$ cat src/rtl/sb_pkg.sv
// sb_pkg: shared constants and the buffer entry type for the store buffer.
//   SB_DEPTH : number of posted-write entries (power of 2, >= 2)
//   SB_AW    : core word-address width
//   SB_DW    : data width
//   sb_entry_t : one buffered store {addr, data}
package sb_pkg;

    localparam int SB_DEPTH = 4;
    localparam int SB_AW    = 7;
    localparam int SB_DW    = 32;

    typedef struct packed {
        logic [SB_AW-1:0] addr;
        logic [SB_DW-1:0] data;
    } sb_entry_t;

endpackage

$ cat src/rtl/sb_forward.sv
// sb_forward: combinational store-to-load forwarding lookup.
//   i_entries : buffer storage array
//   i_valid   : per-slot valid mask
//   i_tail    : tail pointer; slots are scanned oldest-to-youngest starting at tail
//   i_addr    : load word address
//   o_hit     : some valid entry matches i_addr
//   o_data    : data of the youngest matching entry (0 when no hit)
module sb_forward
    import sb_pkg::*;
#(
    parameter int DEPTH = SB_DEPTH,
    localparam int PW   = $clog2(DEPTH)
) (
    input  sb_entry_t         i_entries [DEPTH],
    input  logic [DEPTH-1:0]  i_valid,
    input  logic [PW-1:0]     i_tail,
    input  logic [SB_AW-1:0]  i_addr,
    output logic              o_hit,
    output logic [SB_DW-1:0]  o_data
);

    logic [PW-1:0] w_idx;

    // Slot tail+k has age k: tail itself is the oldest possible slot and
    // tail-1 the youngest. Scanning k upward lets later matches overwrite
    // earlier ones, so the youngest match wins.
    always_comb begin
        o_hit  = 1'b0;
        o_data = '0;
        w_idx  = '0;
        for (int k = 0; k < DEPTH; k++) begin
            w_idx = i_tail + PW'(k);
            if (i_valid[w_idx] && (i_entries[w_idx].addr == i_addr)) begin
                o_hit  = 1'b1;
                o_data = i_entries[w_idx].data;
            end
        end
    end

endmodule

$ cat src/rtl/store_buffer.sv
// store_buffer: posted-write FIFO between the core data port and backing SRAM.
//   clk, rst_n          : clock, asynchronous active-low reset
//   CEN, WEN, OEN, A, D : core port (CEN low = access, WEN low = store, OEN low = drive Q)
//   Q                   : load data (forwarded from the buffer or taken from bk_rdata)
//   stall               : store presented while full; core holds PC and re-presents
//   bk_raddr, bk_rdata  : combinational backing read port
//   bk_wreq, bk_waddr, bk_wdata, bk_wack : backing write drain handshake
// AW and DW must match the package widths, since entries are stored as sb_entry_t.
module store_buffer
    import sb_pkg::*;
#(
    parameter int DEPTH = SB_DEPTH,
    parameter int AW    = SB_AW,
    parameter int DW    = SB_DW
) (
    input  logic          clk,
    input  logic          rst_n,
    input  logic          CEN,
    input  logic          WEN,
    input  logic          OEN,
    input  logic [AW-1:0] A,
    input  logic [DW-1:0] D,
    output logic [DW-1:0] Q,
    output logic          stall,
    output logic [AW-1:0] bk_raddr,
    input  logic [DW-1:0] bk_rdata,
    output logic          bk_wreq,
    output logic [AW-1:0] bk_waddr,
    output logic [DW-1:0] bk_wdata,
    input  logic          bk_wack
);

    localparam int            PW       = $clog2(DEPTH);
    localparam logic [PW:0]   FULL_CNT = (PW+1)'(DEPTH);

    sb_entry_t        r_entries [DEPTH];
    logic [PW-1:0]    r_head;
    logic [PW-1:0]    r_tail;
    logic [PW:0]      r_count;

    logic             w_store;
    logic             w_load;
    logic             w_full;
    logic             w_push;
    logic             w_pop;
    logic [DEPTH-1:0] w_valid;
    logic [PW-1:0]    w_off;
    logic             w_hit;
    logic [DW-1:0]    w_fwd_data;

    assign w_store = !CEN && !WEN;
    assign w_load  = !CEN &&  WEN && !OEN;
    assign w_full  = (r_count == FULL_CNT);

    // Stall depends on the current count only: a pop in the same cycle does
    // not make room for the store; the core re-presents it next cycle.
    assign stall   = w_store && w_full;
    assign w_push  = w_store && !w_full;

    // Drain handshake: bk_wreq is a valid that stays high with bk_waddr and
    // bk_wdata held stable until the posedge on which bk_wack is also high;
    // that edge is the transfer. bk_wack with bk_wreq low has no effect.
    assign bk_wreq  = (r_count != '0);
    assign w_pop    = bk_wreq && bk_wack;
    assign bk_waddr = r_entries[r_head].addr;
    assign bk_wdata = r_entries[r_head].data;
    assign bk_raddr = A;

    // A slot is live when its distance from head (mod DEPTH) is below count.
    always_comb begin
        w_valid = '0;
        w_off   = '0;
        for (int i = 0; i < DEPTH; i++) begin
            w_off      = PW'(i) - r_head;
            w_valid[i] = ({1'b0, w_off} < r_count);
        end
    end

    sb_forward #(
        .DEPTH (DEPTH)
    ) u_forward (
        .i_entries (r_entries),
        .i_valid   (w_valid),
        .i_tail    (r_tail),
        .i_addr    (A),
        .o_hit     (w_hit),
        .o_data    (w_fwd_data)
    );

    assign Q = w_load ? (w_hit ? w_fwd_data : bk_rdata) : '0;

    always_ff @(posedge clk or negedge rst_n) begin
        if (!rst_n) begin
            r_head  <= '0;
            r_tail  <= '0;
            r_count <= '0;
            for (int i = 0; i < DEPTH; i++) begin
                r_entries[i] <= '0;
            end
        end else begin
            if (w_push) begin
                r_entries[r_tail] <= sb_entry_t'{addr: A, data: D};
                r_tail            <= r_tail + 1'b1;
            end
            if (w_pop) begin
                r_head <= r_head + 1'b1;
            end
            case ({w_push, w_pop})
                2'b10:   r_count <= r_count + 1'b1;
                2'b01:   r_count <= r_count - 1'b1;
                default: r_count <= r_count;
            endcase
        end
    end

endmodule

$ cat config.mk
export PLATFORM = sky130hd
export DESIGN_NAME = store_buffer
export DESIGN_NICKNAME = d
export VERILOG_FILES = /design/src/rtl/sb_pkg.sv /design/src/rtl/sb_forward.sv /design/src/rtl/store_buffer.sv
export SDC_FILE = /design/constraint.sdc
export NUM_CORES = 1
export LEC_CHECK = 0
export ABC_AREA = 1
export ABC_CLOCK_PERIOD_IN_PS = 3380
export BUFFER_PORTS_ARGS = -buffer_cell sky130_fd_sc_hd__buf_2
export CAP_MARGIN = 20
export CORE_ASPECT_RATIO = 0.5
export CORE_UTILIZATION = 40
export CTS_CLUSTER_DIAMETER = 50
export DETAILED_ROUTE_END_ITERATION = 8
export PLACE_DENSITY = 0.56
export SLEW_MARGIN = 20
export SYNTH_ARGS = -nofsm -noshare
export SYNTH_HDL_FRONTEND = slang
export SYNTH_SLANG_ARGS = --single-unit
$ cat constraint.sdc
create_clock -name clk -period 3.38 [get_ports clk]
set_input_delay 0 -clock clk [delete_from_list [all_inputs] [get_ports clk]]
set_output_delay 0 -clock clk [all_outputs]
set_load 0.01 [all_outputs]
==> impl_metrics.json <==
{
  "outcome": "complete, no violations",
  "cts_num_sinks": 163,
  "clk_pin_slew_ps": 60,
  "gr-total-overflow": 0,
  "ant_nets": 0,
  "hold_viol_final": 0,
  "worstHoldPathType": "input port to flop",
  "placed_cells": 2670,
  "core-area_mm2": 0.03200,
  "cellLeakagePower_nw": 7.877,
  "root_buffer": "clkbuf_16",
  "ioPinCount": 157,
  "post-place-ws_ps": 481.6,
  "final_cells": 2750,
  "drive_above_1_share_pct": 11.22,
  "mostFrequentLayoutCell": "nand2_1",
  "areaGrowthSynthToFinish_pct": 17.90,
  "fp.dieArea_mm2": 0.03368,
  "h-tree-depth": 4,
  "syn_inst": 2204,
  "crit_fanout": 17,
  "clockBufferDepth": 2,
  "avgSynthCellArea_um2": 5.972,
  "period_needed_ps": 3209,
  "synth_seq_cells": 163,
  "die_h_um": 130.3,
  "drc": 0,
  "rrSetupSlack_ps": 890,
  "grt_pass1_wl_um": 67060,
  "clock_latency_ps": 450,
  "max_freq_mhz": 311.6,
  "antenna_found_initial": 0,
  "yosysUniqueCellTypes": 31,
  "wl_per_cell_um": 16.02,
  "routed_via_density": 5.113,
  "setup_viol": 0,
  "initial_core_util_pct": 41.13,
  "drtIter0Drc": 1127,
  "finClkSkew_ps": 8.493,
  "fin_nets": 2394,
  "grt_pass1_vias": 12370,
  "slew_viol_final": 0,
  "place_area_mm2": 0.01422,
  "tritoncts": "built",
  "dp_hpwl_um": 26640,
  "grt_max_degree": 189,
  "drv_cap": 0,
  "cp.required_ps": 3380,
  "drtPass1Iterations": 6,
  "worstMarginPinSlew_ps": 866.8,
  "arrival_ps": 3210,
  "rr_startpoint": "r_count[1]",
  "startpoint_type": "flop",
  "die_width_um": 258.5,
  "r2r-end": "r_count[2]",
  "rows": 46,
  "place.gp.congestion": 0.8139,
  "rr_worst_depth": 9,
  "yosys_most_used_dff": "dfrtp_1",
  "ir_worst_vdd_mv": 0.6449,
  "yosysSeqAreaShare_pct": 30.99,
  "finalCritPeriodShare_pct": 94.95,
  "final_cell_mix": "778 x nand2_1, 434 x o21ai_0, 328 x inv_1",
  "grt.total_usage_pct": 25.62,
  "p_per_area_mw_per_mm2": 1019,
  "worst_setup_path_end_kind": "output port",
  "layout_setup_ws_ps": 170.6,
  "syn_nets": 2291,
  "synth-async-reset-ratio_pct": 100.0,
  "antenna_cells": 0,
  "ys.warnings.count": 0,
  "relSlewSlack_pct": 42.01,
  "finalInstanceArea_mm2": 0.01552,
  "io_buffers": 156,
  "vias": 14060,
  "cp-endpoint": "Q[3]",
  "cts_made_buffers": 17,
  "syn_area_mm2": 0.01316,
  "synth_edf_count": 0,
  "worstSetupPathType": "flop to output port",
  "crit_path_start": "r_head[1]",
  "wl_um": 44050
}
-- synth_stat cells, types with 3 or more instances --
| cell | number | area [um^2] |
|---|---|---|
| a22oi_1 | 39 | 292.8 |
| xor2_1 | 7 | 61.31 |
| clkbuf_1 | 90 | 337.8 |
| ha_1 | 9 | 112.6 |
| nand3_1 | 95 | 475.5 |
| buf_1 | 19 | 71.32 |
| nor2_1 | 75 | 281.5 |
| buf_2 | 29 | 145.1 |
| a21oi_1 | 33 | 165.2 |
| inv_1 | 330 | 1239 |
| o21ai_0 | 435 | 2177 |
| buf_4 | 14 | 105.1 |
| dfrtp_1 | 163 | 4079 |
| nand4_1 | 3 | 18.77 |
| nand2_1 | 781 | 2932 |
| inv_2 | 3 | 11.26 |
| buf_6 | 3 | 33.78 |
| o221ai_1 | 39 | 341.6 |
| nor2_2 | 3 | 18.77 |
| o21a_1 | 12 | 90.09 |
| o211ai_1 | 8 | 60.06 |
-- logic make-up (layout without fill, tap and decap cells) --
kind of cell,count (synthesis),count (layout),share of synthesized area [%]
adders and majority gates,10,10,1.008
AOI/OAI and AO/OA,569,569,23.90
xor gates and xnor gates,8,8,0.5324
DFF,163,163,30.99
buffers and inverters,488,602,14.76
and+or+nand+nor,966,966,28.81
-- per-layer routing --
layer | GRT usage [%] | share of wire, % | up-vias | routed length [um]
met5 | 0 | 0 | - | 0
li1 | - | - | 7185 | -
met4 | 6.683 | 1.2 | 0 | 548
met3 | 4.060 | 5.3 | 34 | 2341
met2 | 41.76 | 45 | 337 | 19720
met1 | 35.48 | 49 | 6506 | 21430
-- timing repair --
item	in CTS	in global routing
endpoints found under the hold margin	207	0
hold buffers	40	0
pin swaps	0	2
resized for setup	2	29
endpoints found under the setup margin	1	32
gates cloned	0	5
buffers inserted	0	5
-- worst min-delay path by stage --
stage,endpoint,slack [ps],startpoint,cells after the start
after CTS,r_head[0],8,bk_wack,3
after global placement,r_entries[75],70,rst_n,1
after floorplan,r_count[0],-300,rst_n,0
after global routing,r_head[0],60,bk_wack,3
final,r_head[0],40,bk_wack,3
after detailed placement,r_entries[75],70,rst_n,1
-- per-stage QoR --
step	power [W]	hold WS, ps	util (%)	setup TNS (ps)
6_report	0.01581	36.48	48.49	0
3_3_place_gp	0.01321	65.43	44.43	0
3_5_place_dp	0.01328	70.83	44.43	0
5_1_grt	0.01749	64.81	48.49	-2.981
4_1_cts	0.01552	8.185	47.67	0
2_1_floorplan	0.01053	-295.6	-	0
-- flip-flops by register name, indices dropped and copies added (netlist names) --
signal	cells
r_count	3
r_entries	156
r_head	2
r_tail	2
-- critical path: stages (launching register included) --
cell      delay (ps)
dfrtp_2          470
nor2_4           130
inv_1             40
nand2_1          100
inv_1             60
ha_1             260
nand3_1           90
o211ai_1         120
nand3_1          100
nand2_1          110
nor2_2            60
nand2_4          120
buf_12           180
inv_2             50
buf_4            200
nand2_1           80
nand2_1           50
inv_1             60
nand2_1           40
a21oi_1          210
buf_2            200
-- report_power, final --
group,switching (W),internal (W)
sequential,0.000712,0.00294
clock,0.000841,0.00129
combinational,0.00665,0.00338
-- layout make-up --
class | count | area, um^2
fill | 3451 | 16480
multi-input combinational | 1553 | 7234
sequential | 163 | 4086
timing repair buffer | 239 | 1777
inverter | 333 | 1255
tap | 432 | 540.5
clock buffer | 21 | 470.5
clock inverter | 9 | 153.9
No activity file was read; power rests on OpenSTA's default activity.
